### src/rtl/stream_mux_pkg.sv
// Shared types and helpers for the round-robin stream multiplexer.
// Holds the FSM state encoding, channel-index width and the wrap-around step.
package stream_mux_pkg;

  typedef enum logic [0:0] {
    ST_IDLE   = 1'b0,
    ST_LOCKED = 1'b1
  } state_e;

  // A single channel still needs a one-bit index so ports never collapse to zero width.
  function automatic int ch_width(input int num_ch);
    return (num_ch > 1) ? $clog2(num_ch) : 1;
  endfunction

  function automatic int rr_next(input int idx, input int num_ch);
    return (idx + 1 >= num_ch) ? 0 : idx + 1;
  endfunction

endpackage

### src/rtl/stream_mux_rr_if.sv
// Bundle of the N input streams, the single output stream and the grant status.
// The slave modport is the multiplexer's view; master is the producer/consumer side.
interface stream_mux_rr_if #(
  parameter int NUM_CH = 4,
  parameter int DATA_W = 8
);
  import stream_mux_pkg::*;

  localparam int CH_W = ch_width(NUM_CH);

  logic [NUM_CH*DATA_W-1:0] in_data;
  logic [NUM_CH-1:0]        in_valid;
  logic [NUM_CH-1:0]        in_last;
  logic [NUM_CH-1:0]        in_ready;
  logic [DATA_W-1:0]        out_data;
  logic                     out_valid;
  logic                     out_last;
  logic                     out_ready;
  logic [CH_W-1:0]          grant_ch;
  logic                     grant_vld;

  modport slave (
    input  in_data, in_valid, in_last, out_ready,
    output in_ready, out_data, out_valid, out_last, grant_ch, grant_vld
  );

  modport master (
    output in_data, in_valid, in_last, out_ready,
    input  in_ready, out_data, out_valid, out_last, grant_ch, grant_vld
  );

endinterface

### src/rtl/stream_mux_rr_arbiter.sv
// Stateless round-robin pick: first requester after ptr_i, wrapping modulo NUM_CH.
// The pointer itself is owned by the caller.
module rr_arbiter
  import stream_mux_pkg::*;
#(
  parameter  int NUM_CH = 4,
  localparam int CH_W   = ch_width(NUM_CH)
) (
  input  logic [NUM_CH-1:0] req_i,
  input  logic [CH_W-1:0]   ptr_i,
  output logic [CH_W-1:0]   gnt_o,
  output logic              gnt_vld_o
);

  logic [CH_W-1:0] idx;

  // Walk ptr+1 .. ptr+NUM_CH; the last step lands back on ptr itself.
  always_comb begin
    gnt_o     = '0;
    gnt_vld_o = 1'b0;
    idx       = ptr_i;
    for (int i = 0; i < NUM_CH; i++) begin
      idx = CH_W'(rr_next(int'(idx), NUM_CH));
      if (!gnt_vld_o && req_i[idx]) begin
        gnt_o     = idx;
        gnt_vld_o = 1'b1;
      end
    end
  end

endmodule

### src/rtl/stream_mux_rr.sv
// N:1 valid/ready stream multiplexer with round-robin arbitration and a registered output.
// Define STREAM_MUX_PKT_LOCK_EN to hold the grant for a whole packet and forward in_last.
module stream_mux_rr
  import stream_mux_pkg::*;
#(
  parameter int NUM_CH = 4,
  parameter int DATA_W = 8
) (
  input logic            clk,
  input logic            rst,
  stream_mux_rr_if.slave mux_if
);

  localparam int CH_W = ch_width(NUM_CH);

  state_e            state_q, state_d;
  logic [CH_W-1:0]   ptr_q, ptr_d;
  logic [CH_W-1:0]   lock_q, lock_d;
  logic [DATA_W-1:0] data_q, data_d;
  logic              valid_q, valid_d;
  logic              last_q, last_d;

  logic [CH_W-1:0]   arb_gnt;
  logic              arb_vld;
  logic [CH_W-1:0]   grant_ch;
  logic              grant_vld;
  logic              slot_free;
  logic              rdy_en;
  logic              accept;
  logic [NUM_CH-1:0] in_ready_w;
  logic [DATA_W-1:0] ch_data [NUM_CH];

  rr_arbiter #(.NUM_CH(NUM_CH)) u_arb (
    .req_i     (mux_if.in_valid),
    .ptr_i     (ptr_q),
    .gnt_o     (arb_gnt),
    .gnt_vld_o (arb_vld)
  );

  // A locked owner keeps the grant even while its in_valid is low, so others starve.
  always_comb begin
    grant_ch  = arb_gnt;
    grant_vld = arb_vld;
    if (state_q == ST_LOCKED) begin
      grant_ch  = lock_q;
      grant_vld = 1'b1;
    end
  end

  assign slot_free = !valid_q || mux_if.out_ready;
  assign rdy_en    = grant_vld && slot_free;

  for (genvar gi = 0; gi < NUM_CH; gi++) begin : g_ch
    assign ch_data[gi]    = mux_if.in_data[gi*DATA_W +: DATA_W];
    assign in_ready_w[gi] = rdy_en && (grant_ch == CH_W'(gi));
  end

  assign accept = |(mux_if.in_valid & in_ready_w);

`ifdef STREAM_MUX_PKT_LOCK_EN
  logic sel_last;
  assign sel_last = mux_if.in_last[grant_ch];
`else
  logic unused_last;
  assign unused_last = ^mux_if.in_last;
`endif

  always_comb begin
    state_d = state_q;
    ptr_d   = ptr_q;
    lock_d  = lock_q;
    data_d  = data_q;
    valid_d = valid_q;
    last_d  = last_q;
    if (accept) begin
      data_d  = ch_data[grant_ch];
      valid_d = 1'b1;
`ifdef STREAM_MUX_PKT_LOCK_EN
      last_d = sel_last;
      if (state_q == ST_IDLE) begin
        ptr_d = grant_ch;
        if (!sel_last) begin
          state_d = ST_LOCKED;
          lock_d  = grant_ch;
        end
      end else if (sel_last) begin
        state_d = ST_IDLE;
      end
`else
      last_d = 1'b0;
      ptr_d  = grant_ch;
`endif
    end else if (valid_q && mux_if.out_ready) begin
      valid_d = 1'b0;
    end
  end

  always_ff @(posedge clk or posedge rst) begin
    if (rst) begin
      state_q <= ST_IDLE;
      ptr_q   <= CH_W'(NUM_CH - 1);
      lock_q  <= '0;
      data_q  <= '0;
      valid_q <= 1'b0;
      last_q  <= 1'b0;
    end else begin
      state_q <= state_d;
      ptr_q   <= ptr_d;
      lock_q  <= lock_d;
      data_q  <= data_d;
      valid_q <= valid_d;
      last_q  <= last_d;
    end
  end

  // Handshake outputs are forced quiet while reset is held, not just after the edge.
  assign mux_if.in_ready  = in_ready_w & {NUM_CH{!rst}};
  assign mux_if.grant_vld = grant_vld && !rst;
  assign mux_if.grant_ch  = grant_ch;
  assign mux_if.out_data  = data_q;
  assign mux_if.out_valid = valid_q;
  assign mux_if.out_last  = last_q;

`ifndef SYNTHESIS
  a_ready_onehot0 : assert property (@(posedge clk) disable iff (rst)
    $onehot0(in_ready_w));
  a_hold_on_stall : assert property (@(posedge clk) disable iff (rst)
    (valid_q && !mux_if.out_ready) |=> (valid_q && $stable(data_q) && $stable(last_q)));
`endif

endmodule

### src/flat_wrapper.sv
// flat-port wrapper written by rule: the top's interface ports become plain ports
module stream_mux_rr_flat import stream_mux_pkg::*;
#(
  parameter int NUM_CH = 4,
  parameter int DATA_W = 8
)
  (clk, rst, mux_if_in_data, mux_if_in_valid, mux_if_in_last, mux_if_out_ready, mux_if_in_ready, mux_if_out_data, mux_if_out_valid, mux_if_out_last, mux_if_grant_ch, mux_if_grant_vld);
  stream_mux_rr_if #(.NUM_CH(NUM_CH), .DATA_W(DATA_W)) mux_if_i ();
  input logic clk;
  input logic rst;
  input wire logic [$bits(mux_if_i.in_data)-1:0] mux_if_in_data;
  input wire logic [$bits(mux_if_i.in_valid)-1:0] mux_if_in_valid;
  input wire logic [$bits(mux_if_i.in_last)-1:0] mux_if_in_last;
  input wire logic [$bits(mux_if_i.out_ready)-1:0] mux_if_out_ready;
  output wire logic [$bits(mux_if_i.in_ready)-1:0] mux_if_in_ready;
  output wire logic [$bits(mux_if_i.out_data)-1:0] mux_if_out_data;
  output wire logic [$bits(mux_if_i.out_valid)-1:0] mux_if_out_valid;
  output wire logic [$bits(mux_if_i.out_last)-1:0] mux_if_out_last;
  output wire logic [$bits(mux_if_i.grant_ch)-1:0] mux_if_grant_ch;
  output wire logic [$bits(mux_if_i.grant_vld)-1:0] mux_if_grant_vld;
  assign mux_if_i.in_data = mux_if_in_data;
  assign mux_if_i.in_valid = mux_if_in_valid;
  assign mux_if_i.in_last = mux_if_in_last;
  assign mux_if_i.out_ready = mux_if_out_ready;
  assign mux_if_in_ready = mux_if_i.in_ready;
  assign mux_if_out_data = mux_if_i.out_data;
  assign mux_if_out_valid = mux_if_i.out_valid;
  assign mux_if_out_last = mux_if_i.out_last;
  assign mux_if_grant_ch = mux_if_i.grant_ch;
  assign mux_if_grant_vld = mux_if_i.grant_vld;
  stream_mux_rr #(.NUM_CH(NUM_CH), .DATA_W(DATA_W)) u_core (.clk(clk), .rst(rst), .mux_if(mux_if_i));
endmodule
### config.mk
export PLATFORM = sky130hd
export DESIGN_NAME = stream_mux_rr_flat
export DESIGN_NICKNAME = d
export VERILOG_FILES = /design/src/rtl/stream_mux_pkg.sv /design/src/rtl/stream_mux_rr_if.sv /design/src/rtl/stream_mux_rr_arbiter.sv /design/src/rtl/stream_mux_rr.sv /design/src/flat_wrapper.sv
export SDC_FILE = /design/constraint.sdc
export NUM_CORES = 1
export LEC_CHECK = 0
export ABC_CLOCK_PERIOD_IN_PS = 3700
export CORE_UTILIZATION = 45
export CTS_CLUSTER_SIZE = 28
export DETAILED_ROUTE_END_ITERATION = 16
export GPL_TIMING_DRIVEN = 0
export HOLD_SLACK_MARGIN = 0.12
export PLACE_DENSITY_LB_ADDON = 0.25
export SLEW_MARGIN = 20
export SYNTH_ARGS = -nofsm -noshare
export SYNTH_HDL_FRONTEND = slang
export SYNTH_SLANG_ARGS = --single-unit
### constraint.sdc
create_clock -name clk -period 3.7 [get_ports clk]
set_clock_uncertainty 0.2 [all_clocks]
set_input_delay 0.74 -clock clk [delete_from_list [all_inputs] [get_ports clk]]
set_output_delay 0.74 -clock clk [all_outputs]
set_load 0.1 [all_outputs]
==> out/metrics.yaml, run 1 <==
clock_tree:
  cts.sinks: 11
  clk_pin_slew_ns: 0.07
  clock_latency_ns: 0.27
  cts-root-buf: "clkbuf_4"
  hold_buffers: 0
  cts_buffer_depth: 2
  cts_buffers: 3
  cts_max_level: 1
  cts_tree: "yes"
critical_path:
  critPathMaxFanout: 10
  path_cells: "ha_4 > buf_6 > nor4_1 > a221oi_4 > o311ai_2 > nand2_1 > buf_6 > nor4_4 > buf_6"
  critPathTopFamily: "simple AND/OR/NAND/NOR gates"
  ff2ff_setup_slack_ns: 0.51
  cp_data_arrival_time_ns: 2.72
  cp-end-kind: "primary output"
  cp_num_buf_inv: 3
  crit_type: "reg -> out"
  max_stage_delay_ns: 0.56
  worstPathRequired_ns: 2.76
  cp_common_cell: "buf_6"
  reg2regPathDepth: 10
  reg2reg_to: "u_core.mux_if.out_data[3]"
  critPathLaunchType: "flip-flop"
  slowest_stage: "dfstp_2"
  r2r-start: "u_core.ptr_q[1]"
routing:
  drt_iter0_markers: 131
  first_pass_iters: 5
  num_vias: 1825
  wl_per_cell_um: 16.78
  wl_um: 4899
  drc_errors: 0
  ant_nets: 0
  viasPerCell: 6.250
yosys:
  synth.avg_cell_area_um2: 8.792
  syn_nets: 228
  syn-cell-area_um2: 1618
  yosysUniqueCellTypes: 51
  synth.largest_area_cell: "dfrtp_1"
  synth_flop_cell: "dfrtp_1"
  synth_area_leaders: "dfrtp_1 14%, o2bb2ai_1 9.2%, mux2_4 8.4%"
  ys_seq_elements: 11
  netlist_instances: 184
  synthArstFlopShare_pct: 100.0
  yosys_warnings: 0
  synth_top_area_share_pct: 13.92
  synth_edf_count: 0
  synth_seq_area_share_pct: 17.17
layout:
  finalNetCount: 291
  stdcell_area_um2: 2430
  final_cell_mix: "44 x clkdlybuf4s50_1, 17 x nor4_1, 17 x o2bb2ai_1"
  areaGrowthSynthToFinish_pct: 50.19
  ff_latch_area_um2: 277.8
  drive_gt1_share_pct: 26.02
  layout_commonest_cell: "clkdlybuf4s50_1"
  multiInputGateArea_um2: 1292
  num-fill-cells: 261
  n_antenna_cell: 0
floorplan:
  pin_count: 60
  initial_core_util_pct: 47.73
  coreArea_um2: 3390
  num_rows: 21
  fp.dieW_um: 61.96
  die_area_um2: 3839
  chipHeight_um: 61.96
timing:
  hold_violations: 0
  setup_viol: 0
  setup_tns_ns: 0
  fin_crit_ns: 3.662
  relSlewSlack_pct: 34.83
  finalCritPeriodShare_pct: 98.97
  tightest_slew_ns: 0.9745
  fmax_mhz: 273.1
  report.final.slew_viol_count: 0
global_route:
  grt_pass1_wl_um: 7245
  grt_overflow: 0
  grt_max_degree: 18
  grt_pass1_vias: 1501
  grt_usage_pct: 25.47
  antenna_found_initial: 0
min_path:
  min_to: "u_core.ptr_q[1]"
  min_from: "u_core.ptr_q[1]"
  whs_path_depth: 2
  hold_class: "reg -> reg"
run:
  maxCapViolCount: 0
placed_design:
  port_buffers: 51
  place_congestion: 0.8043
  dp_hpwl_um: 3515
  place_area_um2: 2300
status:
  outcome: "completed"
==> cell families after synthesis <==
kind of cell	share of synthesized area [%]
other cells	0.2318
buf+inv	10.44
compound gates	36.81
flops	17.17
xor+xnor	0.5415
fa+ha+maj	0.7733
simple gates	20.11
mux	13.92
==> worst max-delay path by stage <==
stage / from / to / slack (ns) / cells after the start
floorplan: u_core.ptr_q[0] / mux_if_in_ready[0] / -0.60 / 9
global placement: mux_if_in_valid[2] / mux_if_in_ready[0] / -1.15 / 9
detailed placement: mux_if_in_valid[2] / mux_if_in_ready[2] / -1.16 / 9
CTS: u_core.ptr_q[0] / mux_if_in_ready[3] / 0.05 / 8
global route: u_core.ptr_q[0] / mux_if_in_ready[2] / -0.04 / 9
finish: u_core.ptr_q[1] / mux_if_in_ready[2] / 0.04 / 9
==> cell usage after synthesis (2+ instances only) <==
| cell type | instances |
|---|---|
| nand2_1 | 5 |
| o21ai_0 | 15 |
| o2bb2ai_1 | 17 |
| a311oi_1 | 8 |
| nor2b_1 | 2 |
| buf_6 | 4 |
| mux2_4 | 9 |
| o21ai_1 | 2 |
| clkbuf_1 | 12 |
| mux2i_1 | 9 |
| dfrtp_1 | 9 |
| nor3_1 | 8 |
| dfstp_2 | 2 |
| nor4_1 | 19 |
| buf_4 | 4 |
| buf_2 | 6 |
| and2_1 | 2 |
| nor2_1 | 7 |
| inv_1 | 4 |
| and3_1 | 2 |
| o311a_1 | 8 |
==> per-layer routing <==
layer / wire length, um / up-vias / global-route usage, %
met2: 2537 / 77 / 43.47
li1: - / 866 / -
met4: 58 / 0 / 4.762
met5: 0 / - / 0
met3: 264 / 4 / 4.348
met1: 2038 / 878 / 33.88
==> cell type report <==
cell class / count / share of cell area (%)
plain buffers: 24 / 6.488
flip-flops and latches: 11 / 11.43
clock buffers: 3 / 0.9269
multi-input cells: 142 / 53.19
repair buffers: 60 / 24.46
inverters: 5 / 0.9269
clock inverters: 1 / 0.2060
well taps: 46 / 2.369
==> worst register-to-register path, delay by kind of cell, from the launching register on <==
family | cells | cell delay (ns)
simple gates | 3 | 0.72
mux | 1 | 0.35
compound gates | 2 | 0.45
flops | 1 | 0.56
fa+ha+maj | 1 | 0.21
buf+inv | 3 | 0.60
==> stage by stage <==
step           util (%)  instances  setup WS [ns]  hold slack, ns
3_3_place_gp      67.85        281         -1.152          0.2935
4_1_cts           70.28        289        0.05288          0.3119
5_1_grt           71.69        292       -0.04380          0.3341
2_1_floorplan         -        184        -0.6036          0.2756
6_report          71.69        292        0.03810          0.3068
3_5_place_dp      67.85        281         -1.161          0.2971
==> flip-flops by register name, indices dropped and copies added, names as in the netlist <==
signal and flops:
u_core.mux_if.out_data 8, u_core.ptr_q 2, u_core.mux_if.out_valid 1
==> what timing repair did <==
item                       4_1_cts  5_1_grt
pin swaps                        7        3
setup endpoints to repair        6        4
gates resized for setup         46        3
setup buffers                    6        3
Power of run 1 is not shown: default switching activity piles up to over one toggle a cycle in this logic, so the estimate is an artifact.
==> inputs of run 2 (changes only) <==
--- a/config.mk
+++ b/config.mk
@@ -5,8 +5,9 @@
 export SDC_FILE = /design/constraint.sdc
 export NUM_CORES = 1
 export LEC_CHECK = 0
+export ABC_AREA = 1
 export ABC_CLOCK_PERIOD_IN_PS = 3700
-export CORE_UTILIZATION = 45
+export CORE_UTILIZATION = 41
 export CTS_CLUSTER_SIZE = 28
 export DETAILED_ROUTE_END_ITERATION = 16
 export GPL_TIMING_DRIVEN = 0
==> run 2 against run 1 <==
Net effect: the flow now finishes with violations (DRC); fmax rose by 2.5%; hold slack worse by 0.030 ns; sequential share of layout area rose by 3.0 points; first-iteration DRC count decreased by 50%; core utilization fell by 3.6 points; die area decreased by 14%; synthesized cell count increased by 21%; area after synthesis down 22%; non-clock buffer count down 20; via count is 16% lower; highest routed layer unchanged.
==> out/metrics.yaml, run 2 <==
yosys:
  synth.largest_area_cell: "nand2_1"
  ys_seq_elements: 11  # unchanged
  synthAdderAreaFrac_pct: 0.9891  # +0.22 points
  synthArstFlopShare_pct: 100.0  # unchanged
  synth_top_area_share_pct: 37.09  # +23 points
  synth_seq_area_share_pct: 21.96  # +4.8 points
  synth_xor_area_share_pct: 0  # -0.54 points
  synth_area_leaders: "nand2_1 37%, dfrtp_1 18%, nand3_1 6.3%"
  synth.avg_cell_area_um2: 5.698  # -35%
  synth_compound_area_share_pct: 4.748  # -32 points
  synthMuxAreaShare_pct: 0  # -14 points
  syn-cell-area_um2: 1265  # -22%
  yosysUniqueCellTypes: 24  # -53%
  synthTopCellsByCount: "125 x nand2_1, 16 x nand3_1, 10 x inv_1"
  synth_most_common_cell: "nand2_1"
  netlist_instances: 222  # +21%
  yosys_warnings: 0  # unchanged
  synth_edf_count: 0  # unchanged
  synth_top_family_by_area: "simple AND/OR/NAND/NOR gates"
  syn_nets: 266  # +17%
  synth_flop_cell: "dfrtp_1"
  yosys.area_share.simple_pct: 61.42  # +41 points
clock_tree:
  clock_latency_ns: 0.27  # about the same
  cts_buffers: 3  # unchanged
  cts_tree: "yes"
  cts.sinks: 11  # unchanged
  cts_buffer_depth: 2  # unchanged
  cts-root-buf: "clkbuf_4"
  clk_pin_slew_ns: 0.07  # about the same
  hold_buffers: 0  # unchanged
  cts_max_level: 1  # unchanged
timing:
  fmax_mhz: 279.8  # +2.5%
  report.final.slew_viol_count: 0  # unchanged
  setup_viol: 0  # unchanged
  fin_crit_ns: 3.574  # -0.08814 ns
  relSlewSlack_pct: 34.39  # -0.44 points
  hold_violations: 0  # unchanged
  finalCritPeriodShare_pct: 96.59  # -2.4 points
  tightest_slew_ns: 0.9811  # +0.006547 ns
layout:
  stdcell_area_um2: 1927  # -21%
  drive_gt1_share_pct: 17.14  # -8.9 points
  finalNetCount: 325  # +12%
  final_cell_mix: "124 x nand2_1, 43 x clkdlybuf4s50_1, 16 x nand3_1"
  largest_reg_flops: 8  # unchanged
  num-fill-cells: 272  # +4.2%
  areaGrowthSynthToFinish_pct: 52.32
  layout_commonest_cell: "nand2_1"
  finalNonFillerCells: 311  # +6.5%
  n_antenna_cell: 0  # unchanged
routing:
  drc_errors: 2  # +2
  viasPerCell: 4.949  # -21%
  wl_per_cell_um: 11.07  # -34%
  num_vias: 1539  # -16%
  wl_um: 3442  # -30%
  drt_iter0_markers: 65  # -50%
  ant_nets: 0  # unchanged
  first_pass_iters: 10  # +5
critical_path:
  critPathMaxFanout: 7  # -3
  reg2reg_to: "u_core.mux_if.out_valid"
  worstPathRequired_ns: 2.76  # about the same
  reg2regPathDepth: 16  # +6
  cp_data_arrival_time_ns: 2.63  # -0.09 ns
  crit_type: "reg -> out"
  r2r-start: "u_core.ptr_q[0]"
  cp-end-kind: "primary output"
  ff2ff_setup_slack_ns: 0.97  # +0.46 ns
  critPathLaunchType: "flip-flop"
floorplan:
  chipHeight_um: 57.55  # -7.1%
  initial_core_util_pct: 44.71  # -3.0 points
  coreArea_um2: 2829  # -17%
  die_area_um2: 3311  # -14%
  num_rows: 19  # -9.5%
  fp.dieW_um: 57.55  # -7.1%
  pin_count: 60  # unchanged
placed_design:
  place_inst: 307  # +9.3%
  dp_hpwl_um: 2711  # -23%
  port_buffers: 54  # +5.9%
  place_congestion: 0.8833  # +9.8%
  place_area_um2: 1866  # -19%
run:
  maxCapViolCount: 0  # unchanged
global_route:
  antenna_found_initial: 0  # unchanged
  grt_pass1_vias: 1403  # -6.5%
  grt_max_degree: 13  # -5
  grt_overflow: 0  # unchanged
  grt_usage_pct: 22.49  # -3.0 points
  grt_pass1_wl_um: 5851  # -19%
min_path:
  min_to: "u_core.mux_if.out_data[3]"
  hold_class: "reg -> reg"
  min_from: "u_core.mux_if.out_data[3]"
  whs_path_depth: 2  # unchanged
status:
  outcome: "finished with violations"
  violations: "DRC"
## run 2: how the worst max path moves through the flow
stage                            start                  to  slack, ns
finish                 u_core.ptr_q[0]    mux_if_grant_vld       0.13
global route           u_core.ptr_q[0]    mux_if_grant_vld     -0.007
CTS                 mux_if_in_valid[3]  mux_if_in_ready[2]     0.0006
detailed placement  mux_if_in_valid[0]  mux_if_in_ready[1]      -1.15
global placement    mux_if_in_valid[0]  mux_if_in_ready[1]      -1.16
floorplan              u_core.ptr_q[0]  mux_if_in_ready[2]      -0.19
## run 2: cell families (layout without fill, tap and decap cells)
| kind of cell | after synthesis | after routing |
|---|---|---|
| AND/OR/NAND/NOR | 172 | 172 |
| buffers and inverters | 25 | 83 |
| AO/OA/AOI/OAI | 12 | 12 |
| flip-flops | 11 | 11 |
| adder cells (fa/ha/maj) | 1 | 1 |
| other | 1 | 1 |
## run 2: repair_timing
action                                  in CTS  in global routing
pin swaps                                    2                  1
gates resized for setup                     43                 12
endpoints found under the setup margin       7                  7
endpoints found under the hold margin        0                  0
cloned                                       0                  0
setup buffers                                1                  0
## run 2: final cells by class
cell class	count	area [um^2]	share of cell area (%)
Inverter	15	58.81	3.052
Tap cell	31	38.79	2.013
Multi-Input combinational cell	186	887.1	46.04
Buffer	9	75.07	3.896
Sequential cell	11	277.8	14.42
Timing Repair Buffer	55	563.0	29.22
Clock buffer	4	26.28	1.364
## run 2: worst max-delay path, stage by stage (launching register included)
cell and delay (ns):
dfstp_2 0.54, ha_2 0.32, inv_2 0.12, nand2_2 0.08, nand3_1 0.10, nand2_2 0.10, nand3_2 0.09, nor2_2 0.05
nor2_1 0.10, clkdlybuf4s15_1 0.85
## run 2: per-stage QoR
stage                     utilization (%)  setup TNS (ns)  hold slack [ns]  worst slack, ns
after global placement              65.94          -5.927           0.2540           -1.157
after global routing                68.11       -0.006680           0.3006        -0.006680
final                               68.11               0           0.2769           0.1262
after floorplan                         -         -0.1938           0.2437          -0.1938
after detailed placement            65.94          -5.961           0.2647           -1.152
after CTS                           67.23               0           0.2833        0.0005833
## run 2: metal layers
| metal | global-route usage [%] | up-vias | part of all wire, % |
|---|---|---|---|
| li1 | - | 809 | - |
| met4 | 3.484 | 0 | 0.58 |
| met1 | 27.04 | 677 | 45 |
| met3 | 5.669 | 2 | 5.9 |
| met5 | 0 | - | 0 |
| met2 | 40.86 | 51 | 49 |
Power of run 2 is left out for the same reason.
==> inputs of run 3 (changes only) <==
--- a/config.mk
+++ b/config.mk
@@ -13,6 +13,7 @@
 export GPL_TIMING_DRIVEN = 0
 export HOLD_SLACK_MARGIN = 0.12
 export PLACE_DENSITY_LB_ADDON = 0.25
+export SETUP_SLACK_MARGIN = 0.3
 export SLEW_MARGIN = 20
 export SYNTH_ARGS = -nofsm -noshare
 export SYNTH_HDL_FRONTEND = slang
==> run 3 against run 2 <==
Net effect: the run still ends with DRC left; cell count up 6.4%; flip-flop and latch count unchanged; critical endpoint is now mux_if_in_ready[0]; hold slack better by 0.0042 ns; sequential share of layout area down 2.4 points; highest routed layer unchanged.
==> out/metrics.yaml, run 3 (synthesis results as in run 2) <==
layout:
  largest_reg_flops: 8  # unchanged
  drive_gt1_share_pct: 31.67  # +15 points
  final_cell_mix: "114 x nand2_1, 43 x clkdlybuf4s50_1, 18 x buf_4"
  areaGrowthSynthToFinish_pct: 82.79
  num-fill-cells: 192  # -29%
  n_antenna_cell: 0  # unchanged
  layout_commonest_cell: "nand2_1"
  finalNetCount: 345  # +6.2%
global_route:
  grt_usage_pct: 23.39  # +0.90 points
  grt_pass1_vias: 1445  # +3.0%
  grt_pass1_wl_um: 6237  # +6.6%
  antenna_found_initial: 0  # unchanged
  grt_max_degree: 12  # -1
  grt_overflow: 0  # unchanged
clock_tree:
  cts-root-buf: "clkbuf_4"
  cts_tree: "yes"
  clk_pin_slew_ns: 0.06  # about the same
  cts_buffer_depth: 2  # unchanged
  clock_latency_ns: 0.26  # about the same
  cts.sinks: 11  # unchanged
  cts_buffers: 3  # unchanged
  hold_buffers: 0  # unchanged
  cts_max_level: 1  # unchanged
timing:
  whs_ns: 0.2811  # +0.004246 ns
  hold_violations: 0  # unchanged
  fin_crit_ns: 3.463  # -0.1107 ns
  fmax_mhz: 288.8  # +3.2%
  setup_viol: 0  # unchanged
  tightest_slew_ns: 0.9746  # -0.006471 ns
  report.final.slew_viol_count: 0  # unchanged
  setup_tns_ns: 0  # unchanged
  rsz0062_at_grt: "true"
  relSlewSlack_pct: 34.82  # +0.43 points
  finalCritPeriodShare_pct: 93.60  # -3.0 points
status:
  outcome: "finished with violations"
  violations: "DRC"
critical_path:
  critPathLaunchType: "flip-flop"
  reg2reg_to: "u_core.mux_if.out_data[2]"
  cp_data_arrival_time_ns: 2.52  # -0.11 ns
  reg2regPathDepth: 19  # +3
  critPathMaxFanout: 7  # unchanged
  cp-startpoint: "u_core.ptr_q[0]"
  crit_type: "reg -> out"
  crit_end: "mux_if_in_ready[0]"
  ff2ff_setup_slack_ns: 0.80  # -0.17 ns
  worstPathRequired_ns: 2.76  # about the same
  r2r-start: "u_core.ptr_q[0]"
  cp-end-kind: "primary output"
placed_design:
  dp_hpwl_um: 2745  # +1.3%
  place_congestion: 0.8185  # -7.3%
  port_buffers: 54  # unchanged
floorplan:
  fp.dieW_um: 57.55  # unchanged
  die_area_um2: 3311  # unchanged
  coreArea_um2: 2829  # unchanged
  num_rows: 19  # unchanged
  initial_core_util_pct: 44.71  # unchanged
  pin_count: 60  # unchanged
  chipHeight_um: 57.55  # unchanged
routing:
  num_vias: 1776  # +15%
  drc_errors: 2  # unchanged
  ant_nets: 0  # unchanged
  viasPerCell: 5.366  # +8.4%
  wl_per_cell_um: 14.40  # +30%
  drt_iter0_markers: 122  # +88%
  wl_um: 4767  # +38%
  first_pass_iters: 11  # +1
run:
  maxCapViolCount: 0  # unchanged
min_path:
  hold_class: "reg -> reg"
-- run 3: cell types whose count changed in the layout (fill, tap and decap cells not counted), sizes merged --
cell           change
dlymetal6s2s       -1
clkbuf             +3
clkdlybuf4s15      +1
buf               +17
-- run 3: area by class of cell --
type	instances	area [um^2]	area share, %
clock buffer	4	26.28	1.136
sequential	11	277.8	12.01
tap	31	38.79	1.677
inverter	15	68.82	2.976
multi-input combinational	186	1041	45.02
buffer	10	110.1	4.762
timing repair buffer	74	749.5	32.41
-- run 3: timing repair --
| action | CTS | global route |
|---|---|---|
| pin swaps | 4 | 20 |
| cloned | 0 | 1 |
| buffers inserted | 4 | 15 |
| setup endpoints to repair | 7 | 6 |
| gates resized for setup | 69 | 37 |
-- run 3: how the worst min path moves through the flow --
stage	start	end	slack (ns)	cells after the start
after floorplan	u_core.ptr_q[1]	u_core.ptr_q[1]	0.24	2
after global placement	u_core.ptr_q[1]	u_core.ptr_q[1]	0.26	2
after detailed placement	u_core.ptr_q[1]	u_core.ptr_q[1]	0.27	2
after CTS	u_core.mux_if.out_data[0]	u_core.mux_if.out_data[0]	0.29	2
after global routing	u_core.mux_if.out_data[1]	u_core.mux_if.out_data[1]	0.32	2
final	u_core.mux_if.out_data[6]	u_core.mux_if.out_data[6]	0.28	2
-- run 3: routing by layer --
layer  vias up  GRT usage (%)  part of all wire (%)
li1        853              -                     -
met5         -              0                     0
met3        25          3.855                   9.4
met2       114          38.21                    49
met1       784          32.03                    38
met4         0          5.923                   3.7
-- run 3: per-stage QoR --
stage	area, um^2	worst slack [ns]	cells	util (%)
final	2312	0.2369	331	81.73
after global routing	2312	0.1345	331	81.73
after floorplan	1314	0.3043	222	-
after detailed placement	1893	-1.240	307	66.92
after global placement	1893	-1.199	307	66.92
after CTS	2032	0.3008	315	71.83
-- run 3: worst max-delay path, stage by stage, from the launching register on --
cell and delay (ns):
dfstp_2 0.60, ha_4 0.26, inv_6 0.10, nand2_4 0.07, nand3_2 0.09, nand2_2 0.10
nand2_2 0.06, nand2_1 0.04, nand2_1 0.08, nand2_1 0.07, nor2_2 0.17, buf_6 0.13
buf_8 0.11, nand3_4 0.07, nor2_4 0.13, buf_12 0.19
Power of run 3 is left out for the same reason.
